File: config.mk
export PLATFORM = sky130hd
export DESIGN_NAME = frog_controller
export DESIGN_NICKNAME = d
export VERILOG_FILES = /design/src/rtl/frog_controller.sv
export SDC_FILE = /design/constraint.sdc
export NUM_CORES = 1
export LEC_CHECK = 0
export ABC_AREA = 0
export BUFFER_PORTS_ARGS = -buffer_cell sky130_fd_sc_hd__buf_2
export CAP_MARGIN = 10
export CORE_MARGIN = 2
export CORE_UTILIZATION = 45
export DETAILED_ROUTE_END_ITERATION = 10
export HOLD_SLACK_MARGIN = 0.06
export PLACE_DENSITY = 0.65
export SLEW_MARGIN = 20
export SYNTH_ARGS = -nofsm -noshare
export SYNTH_HDL_FRONTEND = slang
export SYNTH_SLANG_ARGS = --single-unit
export TNS_END_PERCENT = 10
File: constraint.sdc
create_clock -name clk -period 2.4 [get_ports clk]
set_input_delay 0.12 -clock clk [delete_from_list [all_inputs] [get_ports clk]]
set_output_delay 0.12 -clock clk [all_outputs]
set_load 0.05 [all_outputs]
File: src/rtl/frog_controller.sv
// Frog sprite controller: button edges start 32-px hops animated over frame ticks; hits kill and respawn.
// Optional macro FROG_LIVES_EN adds a three-life counter and a GAME_OVER state.
module frog_controller #(
  parameter int START_X     = 304,
  parameter int START_Y     = 448,
  parameter int SCREEN_W    = 640,
  parameter int SCREEN_H    = 480,
  parameter int HOP_FRAMES  = 8,
  parameter int DEAD_FRAMES = 60
) (
  input  logic       clk,
  input  logic       rst_n,
  input  logic       frame_tick,
  input  logic       btn_up,
  input  logic       btn_down,
  input  logic       btn_left,
  input  logic       btn_right,
  input  logic       hit,
  output logic [9:0] frog_x,
  output logic [9:0] frog_y,
  output logic [1:0] direction,
  output logic       moving,
  output logic       dead,
  output logic       hop_done,
  output logic [1:0] lives,
  output logic       game_over
);

  localparam logic [9:0]    STEP      = 10'(32 / HOP_FRAMES);
  localparam logic [9:0]    HOP_PX    = 10'd32;
  localparam logic [10:0]   MAX_X     = 11'(SCREEN_W - 32);
  localparam logic [10:0]   MAX_Y     = 11'(SCREEN_H - 32);
  localparam logic [9:0]    SPAWN_X   = 10'(START_X);
  localparam logic [9:0]    SPAWN_Y   = 10'(START_Y);
  localparam logic [4:0]    HOP_LAST  = 5'(HOP_FRAMES - 1);
  localparam int            DW        = $clog2(DEAD_FRAMES + 1);
  localparam logic [DW-1:0] DEAD_LAST = DW'(DEAD_FRAMES - 1);

  // Encoding matches the renderer's sprite bank order.
  typedef enum logic [1:0] {
    DIR_UP    = 2'd0,
    DIR_LEFT  = 2'd1,
    DIR_RIGHT = 2'd2,
    DIR_DOWN  = 2'd3
  } dir_t;

  typedef enum logic [1:0] {
    S_IDLE,
    S_HOP,
    S_DEAD
`ifdef FROG_LIVES_EN
    , S_GAME_OVER
`endif
  } state_t;

  state_t        r_state, w_state_nxt;
  dir_t          r_dir, w_dir_nxt, w_req_dir;
  logic [9:0]    r_x, r_y, w_x_nxt, w_y_nxt;
  logic [9:0]    r_tgt_x, r_tgt_y, w_tgt_x_nxt, w_tgt_y_nxt;
  logic [9:0]    w_req_x, w_req_y;
  logic          w_req_ok;
  logic [4:0]    r_hop_cnt, w_hop_cnt_nxt;
  logic [DW-1:0] r_dead_cnt, w_dead_cnt_nxt;
  logic [3:0]    r_btn_prev;
  logic [3:0]    w_btn, w_edge;
  logic          w_enter_dead, w_respawn, w_hop_done_nxt;
  logic          r_moving, r_dead, r_hop_done;
`ifdef FROG_LIVES_EN
  logic [1:0]    r_lives, w_lives_nxt;
  logic          r_game_over;
`endif

  assign w_btn        = {btn_right, btn_left, btn_down, btn_up};
  assign w_edge       = w_btn & ~r_btn_prev;
  assign w_enter_dead = hit && (r_state == S_IDLE || r_state == S_HOP);

  // NOTE: every signal driven here gets a default first; a path that skips one would infer a latch.
  always_comb begin
    w_req_dir = DIR_RIGHT;
    if (w_edge[0])      w_req_dir = DIR_UP;
    else if (w_edge[1]) w_req_dir = DIR_DOWN;
    else if (w_edge[2]) w_req_dir = DIR_LEFT;
  end

  // Bounds are checked in 11 bits so +32 near the top of the range cannot wrap.
  always_comb begin
    w_req_x  = r_x;
    w_req_y  = r_y;
    w_req_ok = 1'b0;
    unique case (w_req_dir)
      DIR_UP: begin
        w_req_y  = r_y - HOP_PX;
        w_req_ok = (r_y >= HOP_PX);
      end
      DIR_DOWN: begin
        w_req_y  = r_y + HOP_PX;
        w_req_ok = (({1'b0, r_y} + 11'd32) <= MAX_Y);
      end
      DIR_LEFT: begin
        w_req_x  = r_x - HOP_PX;
        w_req_ok = (r_x >= HOP_PX);
      end
      DIR_RIGHT: begin
        w_req_x  = r_x + HOP_PX;
        w_req_ok = (({1'b0, r_x} + 11'd32) <= MAX_X);
      end
    endcase
  end

  always_comb begin
    w_state_nxt    = r_state;
    w_x_nxt        = r_x;
    w_y_nxt        = r_y;
    w_tgt_x_nxt    = r_tgt_x;
    w_tgt_y_nxt    = r_tgt_y;
    w_dir_nxt      = r_dir;
    w_hop_cnt_nxt  = r_hop_cnt;
    w_dead_cnt_nxt = r_dead_cnt;
    w_hop_done_nxt = 1'b0;
    w_respawn      = 1'b0;
`ifdef FROG_LIVES_EN
    w_lives_nxt    = r_lives;
`endif
    // A hit outranks both button edges and hop completion; position stays where it is.
    if (w_enter_dead) begin
      w_state_nxt    = S_DEAD;
      w_dead_cnt_nxt = '0;
      w_hop_cnt_nxt  = '0;
`ifdef FROG_LIVES_EN
      w_lives_nxt    = r_lives - 2'd1;
`endif
    end else begin
      case (r_state)
        S_IDLE: begin
          if (|w_edge) begin
            w_dir_nxt = w_req_dir;
            if (w_req_ok) begin
              w_state_nxt   = S_HOP;
              w_tgt_x_nxt   = w_req_x;
              w_tgt_y_nxt   = w_req_y;
              w_hop_cnt_nxt = '0;
            end
          end
        end
        S_HOP: begin
          if (frame_tick) begin
            if (r_hop_cnt == HOP_LAST) begin
              w_x_nxt        = r_tgt_x;
              w_y_nxt        = r_tgt_y;
              w_hop_cnt_nxt  = '0;
              w_hop_done_nxt = 1'b1;
              w_state_nxt    = S_IDLE;
            end else begin
              w_hop_cnt_nxt = r_hop_cnt + 5'd1;
              unique case (r_dir)
                DIR_UP:    w_y_nxt = r_y - STEP;
                DIR_DOWN:  w_y_nxt = r_y + STEP;
                DIR_LEFT:  w_x_nxt = r_x - STEP;
                DIR_RIGHT: w_x_nxt = r_x + STEP;
              endcase
            end
          end
        end
        S_DEAD: begin
          if (frame_tick) begin
            if (r_dead_cnt == DEAD_LAST) begin
              w_dead_cnt_nxt = '0;
`ifdef FROG_LIVES_EN
              if (r_lives == 2'd0) w_state_nxt = S_GAME_OVER;
              else                 w_respawn   = 1'b1;
`else
              w_respawn = 1'b1;
`endif
            end else begin
              w_dead_cnt_nxt = r_dead_cnt + DW'(1);
            end
          end
        end
`ifdef FROG_LIVES_EN
        S_GAME_OVER: begin
          if (|w_edge) begin
            w_respawn   = 1'b1;
            w_lives_nxt = 2'd3;
          end
        end
`endif
        default: w_state_nxt = S_IDLE;
      endcase
    end
    if (w_respawn) begin
      w_x_nxt     = SPAWN_X;
      w_y_nxt     = SPAWN_Y;
      w_dir_nxt   = DIR_UP;
      w_state_nxt = S_IDLE;
    end
  end

  // NOTE: non-blocking assignments so every register samples pre-edge values regardless of order.
  always_ff @(posedge clk or negedge rst_n) begin
    if (!rst_n) begin
      r_state    <= S_IDLE;
      r_x        <= SPAWN_X;
      r_y        <= SPAWN_Y;
      r_tgt_x    <= SPAWN_X;
      r_tgt_y    <= SPAWN_Y;
      r_dir      <= DIR_UP;
      r_hop_cnt  <= '0;
      r_dead_cnt <= '0;
      r_btn_prev <= '0;
      r_moving   <= 1'b0;
      r_dead     <= 1'b0;
      r_hop_done <= 1'b0;
    end else begin
      r_state    <= w_state_nxt;
      r_x        <= w_x_nxt;
      r_y        <= w_y_nxt;
      r_tgt_x    <= w_tgt_x_nxt;
      r_tgt_y    <= w_tgt_y_nxt;
      r_dir      <= w_dir_nxt;
      r_hop_cnt  <= w_hop_cnt_nxt;
      r_dead_cnt <= w_dead_cnt_nxt;
      r_btn_prev <= w_btn;
      r_moving   <= (w_state_nxt == S_HOP);
      r_dead     <= (w_state_nxt == S_DEAD);
      r_hop_done <= w_hop_done_nxt;
    end
  end

`ifdef FROG_LIVES_EN
  always_ff @(posedge clk or negedge rst_n) begin
    if (!rst_n) begin
      r_lives     <= 2'd3;
      r_game_over <= 1'b0;
    end else begin
      r_lives     <= w_lives_nxt;
      r_game_over <= (w_state_nxt == S_GAME_OVER);
    end
  end

  assign lives     = r_lives;
  assign game_over = r_game_over;
`else
  assign lives     = 2'd3;
  assign game_over = 1'b0;
`endif

  assign frog_x    = r_x;
  assign frog_y    = r_y;
  assign direction = r_dir;
  assign moving    = r_moving;
  assign dead      = r_dead;
  assign hop_done  = r_hop_done;

endmodule
* Word level (Yosys, flattened, before mapping)
Cells that the tools add are included.
Cells by class: equality and inequality tests 16, $lt $le $gt $ge 4, multiplexer cells 47, bitwise gates (word level) 3, reduce and logical (&&, ||, !) cells 21, $add $sub $neg 12
Operators with widths (number):
- $mux W10 | 10
- $pmux W10 S2 | 4
- $mux W2 | 13
- $mux W5 | 5
- $mux W6 | 4
- $add A10 B6 Y11 const B | 2
- $add A10 B3 Y10 const B | 2
- $add A10 B6 Y10 const B | 2
- $ge A10 B6 Y1 const B | 2
- $sub A10 B3 Y10 const B | 2
- $sub A10 B6 Y10 const B | 2
- $reduce_and A4 Y1 | 4
- $eq A2 B2 Y1 const B | 6
- $reduce_bool A2 Y1 | 6
- $le A11 B10 Y1 const B | 1
- $le A11 B9 Y1 const B | 1
- $pmux W5 S2 | 1
- $eq A2 B1 Y1 const B | 4
- $mux W1 | 8
- $reduce_bool A4 Y1 | 2
- $add A6 B1 Y6 const B | 1
- $eq A6 B6 Y1 const B | 1
- $logic_not A2 Y1 | 3
- $ne A3 B3 Y1 const B | 2
- 15 further kinds | 15
Word-level totals: output and inout port bits 28, register bits 62, word-level logic and storage cells 115, bits of input ports 8

* Longest topological paths before layout
depth in word-level cells 13, mapped depth 11, gate-level depth less buffers 10

* Least setup slack after synthesis
OpenSTA, ideal clock, no wires.
kind reg-to-reg, from register r_dir[1] (netlist: direction[1]), to register r_y[9] (netlist: frog_y[9]), period minus slack after synthesis 2763 ps, path buffers 0, library setup time 126 ps, data required time 2274 ps, path slack -363 ps, stages on the path, launching flop included 9, arrival 2637 ps, path through dfrtp_1 -> ha_1 -> inv_1 -> ha_1 -> o21a_1 -> a2111o_1 -> a21o_1 -> a41o_1 -> a221o_1
Between the ends: cells in the longest elaborated chain, start to end 7, elaborated cells between the ends (all ways) 10, those cells by class eq/ne: 1; mux: 6; reduce/logical: 3
Ends and longest elaborated chain:
- from (decl) | RTL line 57 | dir_t r_dir, w_dir_nxt, w_req_dir;
- from (signal assigned) | RTL line 219 | r_dir <= w_dir_nxt;
- $eq A2 B2 Y1 or $logic_not A2 Y1 (tied branches) | RTL line 155 | unique case (r_dir)
- $pmux W10 S2 | RTL line 155
- $mux W10 | RTL line 147 | if (r_hop_cnt == HOP_LAST) begin
- $mux W10 | RTL line 146 | if (frame_tick) begin
- $mux W10 | RTL line 133 | case (r_state)
- $mux W10 | RTL line 125 | if (w_enter_dead) begin
- $mux W10 | RTL line 190 | if (w_respawn) begin
- to (signal assigned) | RTL line 216 | r_y <= w_y_nxt;
- to (decl) | RTL line 58 | logic [9:0] r_x, r_y, w_x_nxt, w_y_nxt;
Several ways; a longest one is shown, not always the timed one. The select of a mux whose other input is x is not followed. A chain may end at the register's enable or synchronous reset.

* Worst setup path in the final report
from register r_y[6] (netlist: frog_y[6]), to register r_tgt_x[0]
Between the ends: cells in the longest elaborated chain, start to end 4, elaborated cells between the ends (all ways) 5, those cells by class add/sub: 1; order compare: 2; mux: 1; reduce/logical: 1
Ends and longest elaborated chain:
- $add A10 B6 Y11 | RTL line 97 | w_req_ok = (({1'b0, r_y} + 11'd32) <= MAX_Y);
- $le A11 B9 Y1 | RTL line 97
- $pmux W1 S4 * | RTL line 90 | unique case (w_req_dir)
- $reduce_and A4 Y1 (no source line) *
- to (signal assigned) | RTL line 217 | r_tgt_x <= w_tgt_x_nxt;
- to (decl) | RTL line 59 | logic [9:0] r_tgt_x, r_tgt_y, w_tgt_x_nxt, w_tgt_y_nxt;
Every way passes the cells marked *; elsewhere a longest branch is shown, timed or not.

==> flow_summary.ini <==
[outcome]
outcome = finished, violations left
failed_checks = negative setup slack

[global_routing]
grt_max_degree = 40
grt_busiest_layer = met2
grt_use_met3_pct = 4.23
grt_first_pass_wirelength_mm = 18.1
use_met2_pct = 36.7
antenna_found_initial = 0
overflow = 0
grtUsageTotal_pct = 22.6
grt_use_met1_pct = 31.2
grt_pass1_vias = 3668

[pwr]
max-vdd-ir-drop_v = 0.000562
power_mw = 7.09
leakage_nw = 2.43
p_per_area_mw_per_mm2 = 1300

[clocking]
cts_tree = built
cts_buffers = 9
cts-htree-levels = 3
clk_pin_slew_ps = 70
cts_root_buf = clkbuf_8
clock_latency_ps = 340
clock_sinks = 62
ctsLongestPathBuffers = 2

[route]
drc = 0
drtPass1Iterations = 7
finalWirelength_mm = 11.3
viasPerCell = 5.79
drtIter0Drc = 207
vias = 3803
wl_per_cell_um = 17.1
ant_nets = 0

[critical_path]
r2r-start = frog_y[6]
critical_path.max_fanout = 7
arrival_ps = 2790
cp-startpoint = frog_y[6]
worstPathCellList = ha_4 > nand3_1 > a2111oi_2 > a2111oi_4 > nand3_2 > o211ai_1 > buf_4 > clkbuf_16 > mux2_4
path_class = flop to flop
critPathLaunchType = flop
cp-end-kind = flop
critPathMaxStageDelay_ps = 620
critical_path_required_ps = 2620
cp_num_buf_inv = 2
critPathSlowestCell = dfstp_2
crit_family = compound AO/OA/AOI/OAI gates

[logic_synthesis]
synth-seq-cells = 62
ys.warnings.count = 0
synth.top_cell.area_share_pct = 29.5
synth_fa_ha_area_share_pct = 8.91
synth_compound_area_share_pct = 20.6
yosys.cell_types.count = 61
syn_area_mm2 = 0.00424
synthFlopType = dfrtp_1
synth_cells = 459
synth_largest_area_cell = dfrtp_1
synthArstFlopShare_pct = 100
synth_top_family_by_area = compound AO/OA/AOI/OAI gates
synthSimpleGateAreaFrac_pct = 16.2
synth_area_per_cell_um2 = 9.24
ys_top_cells_by_count = 50 x dfrtp_1, 39 x nand2_1, 32 x o21ai_0
yosysMostFrequentCell = dfrtp_1
muxShareOfSynthArea_pct = 6.52
synth_xor_area_share_pct = 3.51
synth_edf_count = 0
synthTopCellsByArea = dfrtp_1 30%, ha_1 8.0%, dfstp_2 7.4%
ys_seq_area_share_pct = 36.9

[floorplan]
die-area_mm2 = 0.0102
num_io_pins = 36
core-area_mm2 = 0.00920
rows = 35
die_h_um = 101
die_width_um = 101
start_util_pct = 46.1

[place]
pre_cts_slack_ps = -216
io_buffers = 32
dpl.cell_count = 628
dpl.hpwl_mm = 7.99
routabilityCongestion = 0.894

[worst_hold_path]
hold_path_class = input port to async pin

[sta]
period_share_pct = 107
hold_viol_final = 0
relSlewSlack_pct = 59.5
max_freq_mhz = 389
worstMarginPinSlew_ps = 600
setup_viol = 21
min_period_ps = 2570
fin_tns_setup_ps = -2220
setup_ws_ps = -168
fin_skew_ps = 8.98
grt_setup_unrepaired = true
slew_viol_final = 0

[final_layout]
drive_gt1_share_pct = 36.8
area_growth_pct = 28.3
multi_input_area_mm2 = 0.00264
diodes = 0
final_core_util_pct = 59.2
final_nets = 578
layout.cells.non_filler = 657
regArea_mm2 = 0.00158
n_fill_cell = 799

[run]
maxCapViolations = 0
[power by group]
group | switching [mW] | internal, mW
registers | 0.359 | 1.43
logic | 2.42 | 1.91
clock network | 0.413 | 0.564
[final timing paths]
path	cells past startpoint	slack, ps	to
worst max-delay path	9	-170	r_tgt_x[0]
worst min-delay path	2	170	r_btn_prev[0]
worst max register to register	9	-170	r_tgt_x[0]
worst min register to register	1	500	frog_x[1]
max in group asynchronous	3	1660	frog_x[8]
min in group clk	3	190	r_state[0]
[through the flow]
stage	instance area, um^2	hold slack, ps
6_report	5440	171
5_1_grt	5440	191
4_1_cts	5240	174
3_5_place_dp	4880	-0.927
3_3_place_gp	4880	-2.48
2_1_floorplan	4310	-176
[state kept, by name (all words and copies together) (netlist names), 2 cells and up]
register	flops
direction	2
frog_x	10
frog_y	10
r_btn_prev	4
r_dead_cnt	6
r_hop_cnt	5
r_state	2
r_tgt_x	10
r_tgt_y	10
[what timing repair did]
action,4_1_cts,5_1_grt
hold buffers,5,0
setup buffers,2,4
cloned,1,1
gates resized for setup,19,35
setup endpoints to repair,27,32
hold endpoints to repair,54,0
pin swaps,2,14
[layout by cell type, fill, tap and decap left out, types with 4 or more instances in the layout]
cell type and instances:
a31oi_1 5, dfrtp_1 45, clkbuf_8 12, o21ai_0 27, nand3_1 12, nor3_1 11
dfstp_2 11, a22o_1 8, mux2_2 19, nor2_1 31, nand2b_1 4, buf_2 32
nand2_1 38, xor2_1 4, ha_4 5, a21oi_1 21, dlygate4sd3_1 5, o21a_1 6
a22oi_1 4, mux2i_1 4, nand4_1 5, and2_1 5, xnor2_1 12, buf_4 65
dfrtp_2 5, a2111oi_2 4, a21o_1 9, ha_1 20, inv_1 18
[per-layer routing]
layer	vias up	share of wire, %
met2	110	48
met3	23	5.3
li1	1805	-
met5	-	0
met1	1865	45
met4	0	1.8
[kinds of logic after synthesis]
group                    count (synthesis)
AO/OA/AOI/OAI                          129
flip-flops                              62
other                                    2
AND/OR/NAND/NOR                        136
buffers and inverters                   59
adder cells (fa/ha/maj)                 29
XOR/XNOR                                17
multiplexers                            25
[cell type report]
class | count | area share, %
Inverter | 22 | 1.56
Multi-Input combinational cell | 339 | 48.6
Clock inverter | 3 | 0.782
Timing Repair Buffer | 107 | 14.4
Tap cell | 111 | 2.55
Clock buffer | 13 | 3.10
Sequential cell | 62 | 29.0
(Power assumes the default switching activity.)
